### src/rtl/gat_bram_load_ctrl.sv
// rtl/gat_bram_load_ctrl.sv - BRAM write-path translation, per-channel load tracking and GAT layer launch control
module gat_bram_load_ctrl #(
  parameter int NUM_CH     = 4,
  parameter int ADDR_W     = 18,
  parameter int BYTE_SHIFT = 2,
  parameter int CNT_W      = 20
) (
  input  logic                             clk,
  input  logic                             rst_n,
  input  logic [NUM_CH-1:0]                wr_ena,
  input  logic [NUM_CH-1:0]                wr_wea,
  input  logic [NUM_CH*(ADDR_W+BYTE_SHIFT)-1:0] wr_addr_byte,
  input  logic [NUM_CH*CNT_W-1:0]          exp_count,
  input  logic [NUM_CH-1:0]                sw_load_done,
  input  logic                             start,
  input  logic                             layer_in,
  input  logic                             abort,
  input  logic                             clr_err,
  input  logic                             core_ready,
  output logic [NUM_CH-1:0]                bram_en,
  output logic [NUM_CH-1:0]                bram_we,
  output logic [NUM_CH*ADDR_W-1:0]         bram_addr,
  output logic                             core_start,
  output logic                             core_layer,
  output logic                             busy,
  output logic [NUM_CH-1:0]                ch_done,
  output logic [1:0]                       err,
  output logic [31:0]                      run_cycles,
  output logic                             done
);

  localparam int BA_W = ADDR_W + BYTE_SHIFT;

  typedef enum logic [2:0] {
    S_IDLE,
    S_LOAD,
    S_ARMED,
    S_RUN,
    S_DONE
  } state_t;

  state_t            state_q, state_d;
  logic [CNT_W-1:0]  cnt_q [NUM_CH];
  logic [CNT_W-1:0]  cnt_d [NUM_CH];
  logic [NUM_CH-1:0] accept;
  logic [NUM_CH-1:0] ch_done_d;
  logic [1:0]        err_set;
  logic              wr_ok, clr_cnt, launch, complete, ready_q;

  assign wr_ok   = (state_q == S_IDLE) || (state_q == S_LOAD);
  assign clr_cnt = abort || (state_q == S_DONE);
  assign busy    = (state_q == S_ARMED) || (state_q == S_RUN);

  // ch_done is computed from the next count so it lands one cycle after the write
  always_comb begin
    accept  = '0;
    err_set = '0;
    for (int c = 0; c < NUM_CH; c++) begin
      cnt_d[c] = cnt_q[c];
      if (wr_ena[c] && wr_wea[c]) begin
        if (wr_addr_byte[c*BA_W +: BYTE_SHIFT] != '0) err_set[0] = 1'b1;
        if (!wr_ok) err_set[1] = 1'b1;
        accept[c] = wr_ok && (wr_addr_byte[c*BA_W +: BYTE_SHIFT] == '0);
      end
      if (clr_cnt)
        cnt_d[c] = '0;
      else if (accept[c] && (cnt_q[c] != '1))
        cnt_d[c] = cnt_q[c] + {{(CNT_W-1){1'b0}}, 1'b1};
      ch_done_d[c] = sw_load_done[c] ||
                     ((exp_count[c*CNT_W +: CNT_W] != '0) && (cnt_d[c] >= exp_count[c*CNT_W +: CNT_W]));
    end
  end

  always_comb begin
    state_d  = state_q;
    launch   = 1'b0;
    complete = 1'b0;
    case (state_q)
      S_IDLE: begin
        if (&ch_done)     state_d = S_ARMED;
        else if (|accept) state_d = S_LOAD;
      end
      S_LOAD:  if (&ch_done) state_d = S_ARMED;
      S_ARMED: begin
        if (start) begin
          launch  = 1'b1;
          state_d = S_RUN;
        end
      end
      // the launch cycle itself never completes, so a ready level held across launch is ignored
      S_RUN: begin
        if (core_ready && !ready_q && !core_start) begin
          complete = 1'b1;
          state_d  = S_DONE;
        end
      end
      S_DONE:  state_d = S_IDLE;
      default: state_d = S_IDLE;
    endcase
    if (abort) begin
      state_d  = S_IDLE;
      launch   = 1'b0;
      complete = 1'b0;
    end
  end

  always_ff @(posedge clk or negedge rst_n) begin
    if (!rst_n) begin
      state_q    <= S_IDLE;
      for (int c = 0; c < NUM_CH; c++) cnt_q[c] <= '0;
      bram_en    <= '0;
      bram_we    <= '0;
      bram_addr  <= '0;
      ch_done    <= '0;
      core_start <= 1'b0;
      core_layer <= 1'b0;
      err        <= '0;
      run_cycles <= '0;
      done       <= 1'b0;
      ready_q    <= 1'b0;
    end else begin
      state_q <= state_d;
      for (int c = 0; c < NUM_CH; c++) begin
        cnt_q[c] <= cnt_d[c];
        bram_addr[c*ADDR_W +: ADDR_W] <= wr_addr_byte[c*BA_W + BYTE_SHIFT +: ADDR_W];
      end
      bram_en    <= wr_ena;
      bram_we    <= accept;
      ch_done    <= ch_done_d;
      core_start <= launch;
      done       <= complete;
      ready_q    <= core_ready;
      err        <= (clr_err ? 2'b00 : err) | err_set;
      if (launch) begin
        core_layer <= layer_in;
        run_cycles <= '0;
      end else if ((state_q == S_RUN) && !abort && (run_cycles != '1)) begin
        run_cycles <= run_cycles + 32'd1;
      end
    end
  end

endmodule

### config.mk
export PLATFORM = sky130hd
export DESIGN_NAME = gat_bram_load_ctrl
export DESIGN_NICKNAME = d
export VERILOG_FILES = /design/src/rtl/gat_bram_load_ctrl.sv
export SDC_FILE = /design/constraint.sdc
export NUM_CORES = 1
export LEC_CHECK = 0
export BUFFER_PORTS_ARGS = -buffer_cell sky130_fd_sc_hd__buf_2
export CAP_MARGIN = 20
export CORE_ASPECT_RATIO = 1.75
export CORE_MARGIN = 5
export CORE_UTILIZATION = 49
export CTS_BUF_LIST = sky130_fd_sc_hd__clkbuf_8
export DETAILED_ROUTE_END_ITERATION = 8
export GPL_TIMING_DRIVEN = 1
export HOLD_SLACK_MARGIN = 0.03
export PLACE_DENSITY_LB_ADDON = 0.12
export SLEW_MARGIN = 20
export SYNTH_ARGS = -nofsm -noshare
export SYNTH_HDL_FRONTEND = slang
export SYNTH_SLANG_ARGS = --single-unit
### constraint.sdc
create_clock -name clk -period 3.28 [get_ports clk]
set_clock_uncertainty 0.15 [all_clocks]
set_input_delay 0.656 -clock clk [delete_from_list [all_inputs] [get_ports clk]]
set_output_delay 0.656 -clock clk [all_outputs]
set_load 0.005 [all_outputs]
==> results of run 1 <==
==> through the flow <==
stage,instance area (µm²),utilization,hold slack (ns),setup WS [ns],cells
CTS,15000,0.679,0.0472,0.0268,1917
floorplan,11000,-,0.210,-0.0749,1124
global route,15500,0.704,0.0820,-0.0949,1942
finish,15500,0.704,0.0940,0.112,1942
detailed placement,13600,0.615,0.327,-0.298,1791
global placement,13600,0.615,0.310,-0.234,1791
==> cells in the mapped netlist (4+ instances only) <==
master | n | share of area
clkbuf_1 | 25 | 0.0085
xnor2_1 | 47 | 0.038
buf_2 | 7 | 0.0032
a31oi_1 | 6 | 0.0034
a31o_2 | 9 | 0.0072
o22a_1 | 4 | 0.0032
ha_1 | 85 | 0.097
xor2_1 | 11 | 0.0088
a2111o_1 | 5 | 0.0051
and2_1 | 6 | 0.0034
nor3_1 | 17 | 0.0078
a211oi_1 | 11 | 0.0075
dfrtp_1 | 205 | 0.47
or3_1 | 20 | 0.011
nand3_1 | 42 | 0.019
nor4_1 | 40 | 0.023
and4_1 | 22 | 0.018
nand2_1 | 78 | 0.027
a21oi_1 | 68 | 0.031
nand4b_1 | 5 | 0.0040
mux2i_1 | 7 | 0.0064
nor2_1 | 102 | 0.035
a2111oi_0 | 9 | 0.0072
or4_1 | 13 | 0.0089
and3_1 | 16 | 0.0091
o211ai_1 | 9 | 0.0062
nand4_1 | 49 | 0.028
o31ai_1 | 9 | 0.0062
nand2b_1 | 9 | 0.0051
o2111ai_1 | 4 | 0.0032
inv_1 | 93 | 0.032
nor2b_1 | 6 | 0.0034
o21ai_0 | 34 | 0.016
==> worst max-delay path: cells and delay by family, from the launching register on <==
kind | cells | cell delay, ns
compound gates | 4 | 1.01
simple gates | 5 | 0.68
flops | 1 | 0.39
buf+inv | 3 | 0.35
fa+ha+maj | 1 | 0.30
xor+xnor | 1 | 0.21
==> report_power, final <==
part | switching (mW) | internal [mW] | leakage, nW
clock network | 1.01 | 1.26 | 0.369
logic | 0.297 | 0.294 | 4.58
registers | 0.0392 | 2.60 | 2.66
==> flip-flops by register name (all words and copies together) (netlist names) <==
register and cells:
bram_addr 72, core_start 1, bram_en 4, cnt_q 80
core_layer 1, ch_done 4, run_cycles 32, done 1
bram_we 4, err 2, state_q 3, ready_q 1
==> area by class of cell <==
type                            count  area (µm²)
Antenna cell                        2        5.00
Clock buffer                       41         564
Clock inverter                     11         104
Fill cell                        1701        6540
Inverter                           94         353
Multi-Input combinational cell    791        5700
Sequential cell                   205        5130
Tap cell                          296         370
Timing Repair Buffer              502        3300
==> cell families after synthesis <==
| group | share of synthesized area |
|---|---|
| AOI/OAI and AO/OA | 0.117 |
| xor gates and xnor gates | 0.0463 |
| adders and majority gates | 0.0969 |
| buffers and inverters | 0.0456 |
| DFF | 0.467 |
| muxes | 0.00638 |
| and+or+nand+nor | 0.220 |
==> per-layer routing <==
layer	vias up	GRT usage
met1	5116	0.284
li1	5119	-
met3	78	0.0340
met4	0	0.0964
met5	-	0
met2	334	0.509
==> final timing paths <==
check	to	slack [ns]	depth (start not counted)
worst min-delay path	bram_en[0]	0.09	1
max in group asynchronous	cnt_q[66]	1.77	3
worst max register to register	ch_done[2]	0.11	14
worst min register to register	err[0]	0.37	2
min in group asynchronous	bram_addr[47]	0.48	2
worst max-delay path	ch_done[2]	0.11	14
==> timing repair <==
| item | CTS | global route |
|---|---|---|
| resized for setup | 3 | 79 |
| hold buffers | 74 | 0 |
| endpoints found under the setup margin | 2 | 4 |
| hold endpoints to repair | 132 | 0 |
| buffers inserted | 0 | 21 |
| pin swaps | 0 | 32 |
| cloned | 0 | 2 |
==> layout by cell type (no fill, tap or decap), types with 30 or more instances in the layout <==
cell type | Yosys | routed
buf_4 | 0 | 116
o21ai_0 | 34 | 30
xnor2_1 | 47 | 45
inv_1 | 93 | 99
nor2_1 | 102 | 101
a21oi_1 | 68 | 57
buf_2 | 7 | 299
clkbuf_8 | 0 | 42
nand2_1 | 78 | 77
nor4_1 | 40 | 32
dfrtp_1 | 205 | 204
dlygate4sd3_1 | 0 | 74
nand4_1 | 49 | 49
ha_1 | 85 | 83
nand3_1 | 42 | 41
==> run metrics, run 1 <==
starting DRC count in detailed routing=about 530; maxcap violations=0; highest routing layer actually used=met4; number of global-route vias before repair=between 10000 and 15000; iteration count of the initial detailed-routing pass=8; overflow left after global routing=0; Worst-Skew Late Latency=0.60 ns; routed via count divided by cell count=5.48; area enclosed by the die boundary=around 26000 µm²; clock period minus final worst setup slack=3.17 ns; met3 routed WL=about 1900 µm; final routed wirelength across all metal layers=35000 µm; core box area=22100 µm²; Pleak=7.61 nW; Relative slew margins=0.618; setup_tns=0 ns; vertical die dimension=208 µm; final hold vios=0; Gate Count Post-Synth=1124; arrival time at the worst endpoint=approximately 3.5 ns; Die Span X=123 µm; proportion of layout cells with a drive suffix above 1=0.334; final setup violating endpoints=0; number of buffers created by CTS=29; ports placed on the boundary=roughly 300; metal2 WL=19300 µm; Final Slew Violations=0; slew of the pin with the lowest slew margin=0.567 ns; synth unique cells=67; Worst Path Max Fanout=6; Yosys reg bits=205; starting density of the core=0.497; Hold WC Path Type=in2reg; Max VDD drop=about 0.27 mV; cell area power density=approximately 350 nW/µm²; Post-Syn Area=11000 µm²; Placement Rows=72; number of synthesis warnings=0; register area share after synthesis=0.467; setup repair after global routing missed its margin=true; most common flop cell mapped by yosys=dfrtp_1; EDFF count, synth=0; DRC violations left=0; Synth async-reset ratio=1.00; gpl congestion=0.886; clock-pin slew of the registers on the worst-case setup and hold paths=approximately 0.06 ns; cell with the largest stage delay on the worst path=a2111oi_1; Clock Path Buffers=3; crit start category=flop; kind of critical path=reg2reg; mean instance size in the synthesized netlist=9.76 µm²; average wire per cell in the routed design=18.0 µm; final critical-path share of the clock period=0.966; Min-Delay Startpoint=wr_ena[0]; R2R Path Start=state_q[2]; H-tree depth reported by CTS=1; synthesis-to-layout area growth=41.5%; worst setup path start=state_q[2]; PortBufs=300; Critical Path Most Common Cell=buf_6; sum of net half-perimeters after detailed placement=between 20000 and 30000 µm; nets=1887; initial antenna violation count=2; overall via count from detail_route=10600; clock tree from TritonCTS=done; routed metal-1 wirelength=12500 µm; clock root buffer master=clkbuf_8; Post-Syn Nets=1388; CP cell instances=buf_6, nor2_4, buf_6, buf_6, nand2_1, a2111oi_1, xnor2_1, nor2_1, ha_1, nand2_1, nor4_1, a32oi_1, a21oi_1, o22a_1; Sinks on Clock Net=205; global-route wire length before repair=54300 µm; count of antenna-violating nets left after detailed routing=0; Req. time, crit path=3.64 ns; Fmax achieved=0.316 GHz; GRT Total Usage=0.264; total power consumption of the routed design=5.51 mW; largest net degree at the start of global routing=66; status=finished clean; critical path endpoint category=flop; highest cell delay on the worst timing path=0.58 ns
No activity file was read; power rests on OpenSTA's default activity.
==> run 2: changes to the inputs <==
- CORE_UTILIZATION: 49 -> 55
- clock period: 3.28 -> 3.6 ns (I/O delays scaled with it)
==> run metrics, run 2 (same netlist as run 1, synthesis figures left out) <==
status=finished clean (unchanged); initial antenna violation count=3 (was 2); number of buffers added to fix hold violations after cts=0 (was 74); number of global-route vias before repair=10200 (was 11000); final hold vios=0 (unchanged); overflow left after global routing=0 (unchanged); Relative slew margins=0.474 (was 0.618); Hold WC Path Type=in2async (was in2reg); routed metal-1 wirelength=11400 µm (was 12500 µm); count of non-filler cells in the finished layout=1748 (was 1942); starting density of the core=0.556 (was 0.497); highest-count cells in the layout ignoring fill and taps=299 x buf_2, 205 x dfrtp_1, 102 x nor2_1 (was 299 x buf_2, 204 x dfrtp_1, 116 x buf_4); nets=1740 (was 1887); vertical die dimension=197 µm (was 208 µm); Post-Route Utilization=0.706 (was 0.704); critical path endpoint category=flop (unchanged); Sinks on Clock Net=205 (unchanged); kind of critical path=reg2reg (unchanged); average wire per cell in the routed design=18.1 µm (was 18.0 µm); routed via count divided by cell count=5.77 (was 5.48); Clock Path Buffers=3 (unchanged); number of cells in the design after placement=1689 (was 1791); PnR worst setup slack=0.170 ns (was 0.112 ns); number of buffers created by CTS=30 (was 29); fill cell total of the finished layout=1584 (was 1701); DRC violations left=0 (unchanged); Final Slew Violations=0 (unchanged); highest routing layer actually used=met4 (unchanged); Req. time, crit path=3.96 ns (was 3.64 ns); Placement Rows=68 (was 72); final critical-path share of the clock period=0.953 (was 0.966); Top Registers=cnt_q: 80 flops, bram_addr: 72 flops, run_cycles: 32 flops (unchanged); starting DRC count in detailed routing=527 (was 534); proportion of layout cells with a drive suffix above 1=0.289 (was 0.334); metal2 WL=16800 µm (was 19300 µm); core box area=19700 µm² (was 22100 µm²); ports placed on the boundary=301 (unchanged); flip-flop count of the largest register after layout=80 (unchanged); Fmax achieved=0.292 GHz (was 0.316 GHz); gpl congestion=0.920 (was 0.886); PortBufs=300 (unchanged); total power consumption of the routed design=5.36 mW (was 5.51 mW); global-route wire length before repair=49600 µm (was 54300 µm); Die Span X=117 µm (was 123 µm); area enclosed by the die boundary=23000 µm² (was 25600 µm²); cell area power density=385 nW/µm² (was 355 nW/µm²); Worst Path Max Fanout=6 (unchanged); slew of the pin with the lowest slew margin=0.789 ns (was 0.567 ns); sum of net half-perimeters after detailed placement=25000 µm (was 25700 µm); synthesis-to-layout area growth=26.9% (was 41.5%); Largest Register=cnt_q (unchanged); met3 routed WL=2030 µm (was 1930 µm); count of antenna-violating nets left after detailed routing=0 (unchanged); Worst-Skew Late Latency=0.57 ns (was 0.60 ns); overall via count from detail_route=10100 (was 10600); GRT Total Usage=0.268 (was 0.264); most common cell after layout, fill and taps aside=buf_2 (unchanged); DP Worst Slack=-0.183 ns (was -0.298 ns); crit start category=flop (unchanged); # Post-CTS Setup Buffers=0 (unchanged); clock root buffer master=clkbuf_8 (unchanged); clock period minus final worst setup slack=3.43 ns (was 3.17 ns); Pleak=6.92 nW (was 7.61 nW); maxcap violations=0 (unchanged); clock tree from TritonCTS=done (unchanged); iteration count of the initial detailed-routing pass=8 (unchanged); final routed wirelength across all metal layers=31600 µm (was 35000 µm); H-tree depth reported by CTS=1 (unchanged); Max VDD drop=0.520 mV (was 0.266 mV); clock-pin slew of the registers on the worst-case setup and hold paths=0.07 ns (was 0.06 ns); final setup violating endpoints=0 (unchanged); arrival time at the worst endpoint=3.79 ns (was 3.53 ns); largest net degree at the start of global routing=98 (was 66)
run 2: metal layers:
metal / global-route usage / vias up
met5: 0 / -
met4: 0.128 / 0
met3: 0.0387 / 100
met2: 0.494 / 376
met1: 0.293 / 4792
li1: - / 4815
run 2: final timing paths:
| path | startpoint | to | slack, ns | cells past startpoint |
|---|---|---|---|---|
| hold / removal | rst_n | run_cycles[21] | 0.05 | 1 |
| max in group asynchronous | rst_n | cnt_q[31] | 2.39 | 2 |
| setup reg to reg | cnt_q[13] | ch_done[3] | 0.17 | 11 |
| min in group clk | wr_addr_byte[5] | bram_addr[3] | 0.10 | 1 |
| setup / recovery | cnt_q[13] | ch_done[3] | 0.17 | 11 |
| hold reg to reg | core_layer | core_layer | 0.33 | 2 |
run 2: area by class of cell:
class	instances	area (µm²)	share of cell area
Multi-Input combinational cell	790	5360	0.385
Sequential cell	205	5130	0.368
Timing Repair Buffer	355	1950	0.140
Clock buffer	36	495	0.0356
Inverter	94	353	0.0253
Clock inverter	20	334	0.0240
Tap cell	245	307	0.0220
Antenna cell	3	7.51	0.000539
run 2: worst max-delay path: stages (launching register included):
cell       delay, ns
dfrtp_1         0.43
and4_1          0.25
and4_2          0.29
a21bo_2         0.24
or4_1           0.50
a21oi_1         0.22
ha_1            0.20
and4_1          0.23
o31ai_1         0.07
or4_1           0.50
o2111ai_1       0.11
a31o_2          0.17
run 2: power by group:
part	leakage [nW]	switching, mW	internal [mW]	total, mW
registers	2.66	0.0347	2.37	2.40
logic	3.83	0.238	0.195	0.433
clock network	0.427	0.957	1.57	2.53
run 2: what timing repair did:
item                                    CTS  global route
endpoints found under the setup margin    0             4
endpoints found under the hold margin     0             0
gates resized for setup                   0             6
run 2: per-stage QoR:
| step | TNS, ns | instance area (µm²) | hold slack [ns] |
|---|---|---|---|
| after floorplan | 0 | 11000 | 0.274 |
| after global placement | -0.0752 | 13100 | 0.312 |
| after detailed placement | -0.193 | 13100 | 0.317 |
| after CTS | 0 | 13900 | 0.0640 |
| after global routing | -0.00812 | 13900 | 0.0699 |
| final | 0 | 13900 | 0.0461 |
==> run 3: changes to the inputs <==
- ABC_AREA: unset -> 1
- CORE_UTILIZATION: 55 -> 56
==> run metrics, run 3 <==
final hold vios=0 (unchanged); highest-count cells in the layout ignoring fill and taps=586 x nand2_1, 299 x buf_2, 224 x nor2_1 (was 299 x buf_2, 205 x dfrtp_1, 102 x nor2_1); Fmax achieved=0.303 GHz (was 0.292 GHz); Min-Delay Startpoint=wr_addr_byte[68]; Worst-Skew Late Latency=0.61 ns (was 0.57 ns); clock root buffer master=clkbuf_8 (unchanged); critical path endpoint category=flop (unchanged); Final Slew Violations=0 (unchanged); number of cells in the design after placement=2304 (was 1689); Relative slew margins=0.555 (was 0.474); Post-Syn Nets=1980 (was 1388); PortBufs=300 (unchanged); worst reg2reg setup slack=0.30 ns (was 0.17 ns); Pleak=7.98 nW (was 6.92 nW); Clock Path Buffers=3 (unchanged); number of diodes=0 (was 3); number of buffers created by CTS=30 (unchanged); arrival time at the worst endpoint=3.62 ns (was 3.79 ns); Worst Path Max Fanout=18 (was 6); Synth top area share=0.408 (was 0.467); clock-pin slew of the registers on the worst-case setup and hold paths=0.07 ns (about the same); proportion of layout cells with a drive suffix above 1=0.203 (was 0.289); Critical Path Most Common Cell=nand2_1; highest cell delay on the worst timing path=0.46 ns (was 0.50 ns); R2R Path Start=cnt_q[0] (was cnt_q[13]); metal2 WL=19400 µm (was 16800 µm); global-route wire length before repair=59100 µm (was 49600 µm); EDFF count, synth=0 (unchanged); average wire per cell in the routed design=15.6 µm (was 18.1 µm); cell area power density=359 nW/µm² (was 385 nW/µm²); most frequent cells after synthesis=586 x nand2_1, 224 x nor2_1, 211 x inv_1 (was 205 x dfrtp_1, 102 x nor2_1, 93 x inv_1); Synth async-reset ratio=1.00 (unchanged); CP cell instances=ha_1, inv_1, nor2_2, nand2_1, inv_2, nand4_4, nand2_4, nand2_1, a21oi_1, ha_1, nand2_1, inv_1, nand2_1, nand2_1, a21oi_1, nand4_1, nand2_1, nand2_1 (was and4_1, and4_2, a21bo_2, or4_1, a21oi_1, ha_1, and4_1, o31ai_1, or4_1, o2111ai_1, a31o_2); mean instance size in the synthesized netlist=7.32 µm² (was 9.76 µm²); highest routing layer actually used=met4 (unchanged); overflow left after global routing=0 (unchanged); worst hold path cell count=1; Reg2Reg Depth=18 (was 11); largest net degree at the start of global routing=80 (was 98); slew of the pin with the lowest slew margin=0.666 ns (was 0.789 ns); area enclosed by the die boundary=25700 µm² (was 23000 µm²); final setup violating endpoints=0 (unchanged); Die Span X=123 µm (was 117 µm); dominant cells by area after synthesis=dfrtp_1 41%, nand2_1 18%, ha_1 8.5% (was dfrtp_1 47%, ha_1 9.7%, xnor2_1 3.8%); iteration count of the initial detailed-routing pass=5 (was 8); status=finished clean (unchanged); kind of critical path=reg2reg (unchanged); synth unique cells=41 (was 67); setup_tns=0 ns (unchanged); maxcap violations=0 (unchanged); nets=2305 (was 1740); initial antenna violation count=0 (was 3); flip-flop count of the largest register after layout=80 (unchanged); GRT Total Usage=0.287 (was 0.268); routed metal-1 wirelength=13600 µm (was 11400 µm); core box area=22200 µm² (was 19700 µm²); gpl congestion=0.948 (was 0.920); Max VDD drop=0.315 mV (was 0.520 mV); clock period minus final worst setup slack=3.30 ns (was 3.43 ns); register area share after synthesis=0.408 (was 0.467); worst reg2reg endpoint=ch_done[3] (unchanged); cell with the largest stage delay on the worst path=dfrtp_1 (was or4_1); Post-Syn Area=12600 µm² (was 11000 µm²); cell type with the largest total area after synthesis=dfrtp_1 (unchanged); number of synthesis warnings=0 (unchanged); setup repair after global routing missed its margin=false; most common flop cell mapped by yosys=dfrtp_1 (unchanged); ports placed on the boundary=301 (unchanged); starting density of the core=0.567 (was 0.556); DRC violations left=0 (unchanged); starting DRC count in detailed routing=495 (was 527); overall via count from detail_route=12200 (was 10100); number of global-route vias before repair=12300 (was 10200); Req. time, crit path=3.92 ns (was 3.96 ns); hold worst-path end=bram_addr[60]; Largest Register=cnt_q (unchanged); final routed wirelength across all metal layers=36900 µm (was 31600 µm); routed via count divided by cell count=5.17 (was 5.77); most common cell after layout, fill and taps aside=nand2_1 (was buf_2); sum of net half-perimeters after detailed placement=29700 µm (was 25000 µm); Yosys reg bits=205 (unchanged); clock tree from TritonCTS=done (unchanged); Top Registers=cnt_q: 80 flops, bram_addr: 72 flops, run_cycles: 32 flops (unchanged); Gate Count Post-Synth=1716 (was 1124); count of non-filler cells in the finished layout=2361 (was 1748); final critical-path share of the clock period=0.916 (was 0.953); most frequent cell after synthesis=nand2_1 (was dfrtp_1); met3 routed WL=1870 µm (was 2030 µm); Sinks on Clock Net=205 (unchanged); vertical die dimension=208 µm (was 197 µm); Placement Rows=72 (was 68); Hold WC Path Type=in2reg (was in2async); synthesis-to-layout area growth=20.7% (was 26.9%); count of antenna-violating nets left after detailed routing=0 (unchanged); crit start category=flop (unchanged); H-tree depth reported by CTS=1 (unchanged)
## run 3: changes by cell type after synthesis, sizes merged, moves of 19 or more
cell	delta
nand4	-19
or3	-20
nor4	-30
and4	-22
xnor2	-25
xor2	+25
inv	+126
nor2	+133
nand2	+526
a21oi	+21
nand3	+44
## run 3: logic make-up (layout without fill, tap and decap cells)
| kind of cell | count (synthesis) | in the layout | synth area share |
|---|---|---|---|
| buffers and inverters | 246 | 595 | 0.0797 |
| XOR/XNOR | 58 | 58 | 0.0404 |
| AND/OR/NAND/NOR | 989 | 989 | 0.328 |
| AO/OA/AOI/OAI | 133 | 133 | 0.0589 |
| adder cells (fa/ha/maj) | 85 | 85 | 0.0846 |
| flip-flops | 205 | 205 | 0.408 |
## run 3: power breakdown
part           internal, mW  switching [mW]  total, mW  leakage (nW)
sequential             2.43           0.102       2.53          2.66
combinational         0.294           0.484      0.778          4.92
clock                  1.21           0.931       2.15         0.394
total                  3.93            1.52       5.45          7.98
## run 3: routing by layer
layer | vias up | GRT usage
met5 | - | 0
met4 | 0 | 0.147
met3 | 132 | 0.0326
met2 | 400 | 0.528
met1 | 5613 | 0.316
li1 | 6056 | -
## run 3: worst max-delay path: cells and delay by family (launching register included)
kind                     cells  cell delay (ns)
AO/OA/AOI/OAI                2             0.46
buffers and inverters        3             0.24
adder cells (fa/ha/maj)      2             0.62
flip-flops                   1             0.46
AND/OR/NAND/NOR             11             1.24
## run 3: worst max path at each step
stage	from	slack (ns)	to
2_1_floorplan	cnt_q[60]	0.79	ch_done[0]
3_3_place_gp	cnt_q[0]	0.27	ch_done[3]
3_5_place_dp	cnt_q[0]	0.21	ch_done[3]
4_1_cts	cnt_q[0]	0.21	ch_done[3]
5_1_grt	cnt_q[0]	0.05	ch_done[3]
6_report	cnt_q[0]	0.30	ch_done[3]
## run 3: repair_timing
action | CTS | global route
hold buffers | 1 | 0
setup buffers | 0 | 0
resized for setup | 0 | 1
endpoints found under the setup margin | 0 | 1
endpoints found under the hold margin | 46 | 0
## run 3: metrics by stage
step | total power, mW | cell area, µm² | worst slack, ns | util | hold WS [ns]
after CTS | 5.51 | 15200 | 0.206 | 0.684 | 0.0301
after detailed placement | 3.35 | 14400 | 0.213 | 0.652 | 0.329
after global placement | 3.34 | 14400 | 0.274 | 0.652 | 0.310
after floorplan | 2.96 | 12600 | 0.793 | - | 0.274
final | 5.45 | 15200 | 0.303 | 0.684 | 0.0601
after global routing | 5.72 | 15200 | 0.0546 | 0.684 | 0.0397
## run 3: cell type report
class / instances / area [µm²]
clock buffers: 40 / 551
clock inverters: 16 / 158
fillers: 2020 / 6990
inverters: 220 / 827
multi-input cells: 1265 / 6450
flip-flops and latches: 205 / 5130
well taps: 296 / 370
repair buffers: 319 / 1680
